File: config.mk
export PLATFORM = sky130hd
export DESIGN_NAME = mips_irq_controller
export DESIGN_NICKNAME = d
export VERILOG_FILES = /design/src/rtl/mips_irq_pkg.sv /design/src/rtl/irq_sync_edge.sv /design/src/rtl/mips_irq_controller.sv
export SDC_FILE = /design/constraint.sdc
export NUM_CORES = 1
export LEC_CHECK = 0
export ABC_AREA = 1
export CAP_MARGIN = 30
export CORE_MARGIN = 4
export CORE_UTILIZATION = 35
export DETAILED_ROUTE_END_ITERATION = 10
export GPL_TIMING_DRIVEN = 1
export PLACE_DENSITY = 0.62
export RECOVER_POWER = 25
export SYNTH_ARGS = -nofsm -noshare
export SYNTH_HDL_FRONTEND = slang
export SYNTH_HIERARCHICAL = 1
export SYNTH_SLANG_ARGS = --single-unit
File: constraint.sdc
create_clock -name clk -period 2.3 [get_ports clk]
set_clock_uncertainty 0.2 [all_clocks]
set_input_delay 0.46 -clock clk [delete_from_list [all_inputs] [get_ports clk]]
set_output_delay 0.46 -clock clk [all_outputs]
set_load 0.05 [all_outputs]
File: src/rtl/mips_irq_pkg.sv
// Shared types and constants for the MIPS interrupt sequencer.
package mips_irq_pkg;

  localparam int unsigned CAUSE_W = 2;

  typedef enum logic [2:0] {
    IDLE,
    ENTER,
    IN_INT,
    IN_NMI,
    EXIT
  } irq_state_e;

  typedef logic [CAUSE_W-1:0] cause_t;

  localparam cause_t CAUSE_NONE = 2'b00;
  localparam cause_t CAUSE_INT  = 2'b01;
  localparam cause_t CAUSE_NMI  = 2'b10;

  localparam logic [31:0] DEF_INT_VECTOR = 32'h0000_0080;
  localparam logic [31:0] DEF_NMI_VECTOR = 32'h0000_0100;

endpackage

File: src/rtl/irq_sync_edge.sv
// Multi-flop synchroniser for one asynchronous line, with level and rising-edge outputs.
module irq_sync_edge #(
  parameter int unsigned STAGES = 2
) (
  input  logic clk,
  input  logic rst_n,
  input  logic async_in,
  output logic level,
  output logic rise
);

  logic [STAGES-1:0] sync_q;
  logic              prev_q;

  always_ff @(posedge clk or negedge rst_n) begin
    if (!rst_n) begin
      sync_q <= '0;
      prev_q <= 1'b0;
    end else begin
      sync_q <= {sync_q[STAGES-2:0], async_in};
      prev_q <= sync_q[STAGES-1];
    end
  end

  assign level = sync_q[STAGES-1];
  assign rise  = sync_q[STAGES-1] & ~prev_q;

endmodule

File: src/rtl/mips_irq_controller.sv
// Interrupt sequencer: takes INT/NMI at instruction boundaries, redirects the PC
// to the handler vector, and unwinds (possibly nested) handlers on ERET.
module mips_irq_controller
  import mips_irq_pkg::*;
#(
  parameter int unsigned     WIDTH       = 32,
  parameter logic [WIDTH-1:0] INT_VECTOR = WIDTH'(DEF_INT_VECTOR),
  parameter logic [WIDTH-1:0] NMI_VECTOR = WIDTH'(DEF_NMI_VECTOR),
  parameter int unsigned     SYNC_STAGES = 2
) (
  input  logic             clk,
  input  logic             initiate,
  input  logic             INT,
  input  logic             INTD,
  input  logic             NMI,
  input  logic             instr_done,
  input  logic [WIDTH-1:0] pc_next,
  input  logic             eret,
  output logic             redirect,
  output logic [WIDTH-1:0] pc_target,
  output logic [WIDTH-1:0] epc,
  output logic [WIDTH-1:0] nmi_epc,
  output cause_t           cause,
  output logic             in_handler,
  output logic             int_ack,
  output logic             nmi_ack
);

  logic int_lvl, intd_lvl, nmi_rise;
  logic int_rise, intd_rise, nmi_lvl;
  logic unused_sync;

  irq_sync_edge #(.STAGES(SYNC_STAGES)) u_sync_int (
    .clk(clk), .rst_n(initiate), .async_in(INT), .level(int_lvl), .rise(int_rise)
  );
  irq_sync_edge #(.STAGES(SYNC_STAGES)) u_sync_intd (
    .clk(clk), .rst_n(initiate), .async_in(INTD), .level(intd_lvl), .rise(intd_rise)
  );
  irq_sync_edge #(.STAGES(SYNC_STAGES)) u_sync_nmi (
    .clk(clk), .rst_n(initiate), .async_in(NMI), .level(nmi_lvl), .rise(nmi_rise)
  );

  assign unused_sync = int_rise ^ intd_rise ^ nmi_lvl;

  irq_state_e       state_q, state_d;
  logic             nested_q, nested_d;
  logic             src_nmi_q, src_nmi_d;  // source of the current ENTER/EXIT redirect
  logic             nmi_pending_q, nmi_pending_d;
  logic [WIDTH-1:0] epc_d, nmi_epc_d, target_d;
  cause_t           cause_d;
  logic             int_req;

  assign int_req = int_lvl & ~intd_lvl;

  always_ff @(posedge clk or negedge initiate) begin
    if (!initiate) begin
      state_q       <= IDLE;
      nested_q      <= 1'b0;
      src_nmi_q     <= 1'b0;
      nmi_pending_q <= 1'b0;
      epc           <= '0;
      nmi_epc       <= '0;
      redirect      <= 1'b0;
      pc_target     <= '0;
      cause         <= CAUSE_NONE;
      in_handler    <= 1'b0;
    end else begin
      state_q       <= state_d;
      nested_q      <= nested_d;
      src_nmi_q     <= src_nmi_d;
      nmi_pending_q <= nmi_pending_d;
      epc           <= epc_d;
      nmi_epc       <= nmi_epc_d;
      redirect      <= (state_d == ENTER) || (state_d == EXIT);
      pc_target     <= target_d;
      cause         <= cause_d;
      in_handler    <= (state_d != IDLE);
    end
  end

  always_comb begin
    state_d   = state_q;
    nested_d  = nested_q;
    src_nmi_d = src_nmi_q;
    epc_d     = epc;
    nmi_epc_d = nmi_epc;
    int_ack   = 1'b0;
    nmi_ack   = 1'b0;
    target_d  = '0;
    cause_d   = CAUSE_NONE;

    unique case (state_q)
      IDLE: begin
        if (instr_done && nmi_pending_q) begin
          nmi_epc_d = pc_next;
          src_nmi_d = 1'b1;
          nmi_ack   = 1'b1;
          state_d   = ENTER;
        end else if (instr_done && int_req) begin
          epc_d     = pc_next;
          src_nmi_d = 1'b0;
          int_ack   = 1'b1;
          state_d   = ENTER;
        end
      end
      ENTER: state_d = src_nmi_q ? IN_NMI : IN_INT;
      IN_INT: begin
        // ERET wins over a simultaneous NMI; the NMI is then taken from IDLE
        if (instr_done && eret) begin
          src_nmi_d = 1'b0;
          state_d   = EXIT;
        end else if (instr_done && nmi_pending_q) begin
          nmi_epc_d = pc_next;
          nested_d  = 1'b1;
          src_nmi_d = 1'b1;
          nmi_ack   = 1'b1;
          state_d   = ENTER;
        end
      end
      IN_NMI: begin
        if (instr_done && eret) begin
          src_nmi_d = 1'b1;
          state_d   = EXIT;
        end
      end
      EXIT: begin
        if (nested_q) begin
          nested_d = 1'b0;
          state_d  = IN_INT;
        end else begin
          state_d  = IDLE;
        end
      end
      default: state_d = IDLE;
    endcase

    nmi_pending_d = (nmi_pending_q & ~nmi_ack) | nmi_rise;

    // Output values for the state being entered, registered alongside it
    case (state_d)
      ENTER: begin
        target_d = src_nmi_d ? NMI_VECTOR : INT_VECTOR;
        cause_d  = src_nmi_d ? CAUSE_NMI : CAUSE_INT;
      end
      EXIT: begin
        target_d = src_nmi_d ? nmi_epc_d : epc_d;
        cause_d  = src_nmi_d ? CAUSE_NMI : CAUSE_INT;
      end
      IN_INT:  cause_d = CAUSE_INT;
      IN_NMI:  cause_d = CAUSE_NMI;
      default: cause_d = CAUSE_NONE;
    endcase
  end

endmodule

==> run metrics <==
Crit. End Element=output port; die height=126 um; first-pass GRT wire length=20.2 mm; area of the multi-input gates=1570 um^2; clock slew at reported path FFs=50 ps; Cells after Synth=554; fill count=1245; Worst Hold Class=reg2reg; Non-Filler Instances=908; Syn. warnings=6; crit path max fanout=2; die width=126 um; layout cells sized above 1=17.9%; # diodes=0; Post-DP Area=6630 um^2; nets=759; reported leakage power=0.00358 uW; Worst slew margin=34.7%; GR Overflow Total=0; clk sink count=113; RSZ-0062 raised after global routing=no; family with the most delay on the worst path=buffers and inverters; clk buf depth=2; total iterations of the first detailed-routing run=4; CTS buffer count=17; post-DP HPWL=8.68 mm; pwr dens=1710 nW/um^2; pin count of the biggest net entering global routing=40; fin crit share=98.1%; Total GRT Usage=16.0%; Power, Total=12400 uW; htree depth=4; peak supply drop=0.820 mV; Max Clock Freq=443 MHz; vias per cell=4.36; CORE AREA=13500 um^2; DRC violation total after the first TritonRoute iteration=295; setup bufs post-CTS=0; Least-Margin Pin Slew=979 ps; detailed-route via count=3958; design area=7270 um^2; Wirelength per Cell=13.5 um; vias in the first global route=3966; cells along the critical path=clkdlybuf4s50_1; Bufs and invs on worst path=1; Final min period=2260 ps; die area=15900 um^2; # DRC=0; num rows=42; P&R area growth vs syn=49.3%; final worst-path setup slack=44.6 ps; pre-CTS setup slack=-90.7 ps; syn_area_per_cell=8.79 um^2; critical path arrival=1600 ps; Clk Latency, worst-skew pair=410 ps; Storage cell area=2830 um^2; CP max stage cell=clkdlybuf4s50_1; RePlAce Congestion=0.879; Worst path max stage delay=810 ps; Total Wirelength=12.2 mm; antenna violations before repair=0; Root Buffer=clkbuf_16; max_cap viols=0; # IOs=141; TritonCTS clock tree=yes; Mapped Area=4870 um^2; outcome=finished, final reports clean; Hold Fails Final Rpt=0; required time of the critical path=1640 ps; Worst Setup Start Kind=flip-flop; IO Port Bufs=140; antenna-violating nets left=0; dpl cells=876; count of pins over their slew limit=0; syn nets=593; CP Class=reg2out; setup TNS=0 ps; final setup fails=0; Initial Util=36.2%
[where the power goes]
part	switching, uW	internal (uW)
clock	843	1850
combinational	4410	2150
sequential	431	2730
[area by class of cell]
class | count | share of cell area (%)
multi-input combinational | 336 | 21.6
timing repair buffer | 170 | 23.6
clock buffer | 28 | 7.66
tap | 176 | 3.03
clock inverter | 3 | 0.895
sequential | 113 | 38.9
inverter | 82 | 4.28
[flip-flops by register name, indices dropped and copies added, names as in the netlist]
name                flops
epc                    32
nested_q                1
u_sync_int/sync_q       2
cause                   2
state_q                 3
nmi_pending_q           1
u_sync_nmi/sync_q       2
u_sync_nmi/prev_q       1
in_handler              1
u_sync_intd/sync_q      2
redirect                1
pc_target              32
nmi_epc                32
src_nmi_q               1
[repair_timing]
item / CTS / global route
hold buffers: 1 / 0
resized for setup: 2 / 6
endpoints found under the setup margin: 2 / 6
hold endpoints to repair: 34 / 0
[worst paths after layout]
path	from	to	slack (ps)	cells past startpoint
max	epc[28]	epc[28]	40	1
min	u_sync_nmi/sync_q[0]	u_sync_nmi/sync_q[1]	140	0
max reg2reg	state_q[0]	pc_target[7]	430	10
min reg2reg	u_sync_nmi/sync_q[0]	u_sync_nmi/sync_q[1]	140	0
max in group asynchronous	initiate	nmi_epc[7]	480	3
min in group asynchronous	initiate	nmi_epc[5]	550	2
[layer usage]
metal	global-route usage, %	share of wire [%]	routed length (um)
met5	0	0	0
met4	5.74	0.92	113
met3	5.93	7.6	932
met2	24.0	45	5550
met1	21.4	46	5650
[cells in the final DEF (no fill, tap or decap), drive strengths merged]
master and count:
clkinv 2, dlymetal6s2s 4, buf 30, or2 1
bufinv 2, nor3 2, nor2 68, dfrtp 113
a21o 1, o211ai 1, a31oi 1, o21ai 35
clkdlybuf4s50 129, inv 81, nand3 12, clkbuf 31
nand4 2, dlygate4sd3 4, nand2 213
[through the flow]
step | hold WS (ps) | utilization [%]
6_report | 144 | 54.0
4_1_cts | 146 | 54.0
3_3_place_gp | 133 | 49.3
2_1_floorplan | -35.6 | -
3_5_place_dp | 135 | 49.3
5_1_grt | 146 | 54.0
No activity file was read; power rests on OpenSTA's default activity.
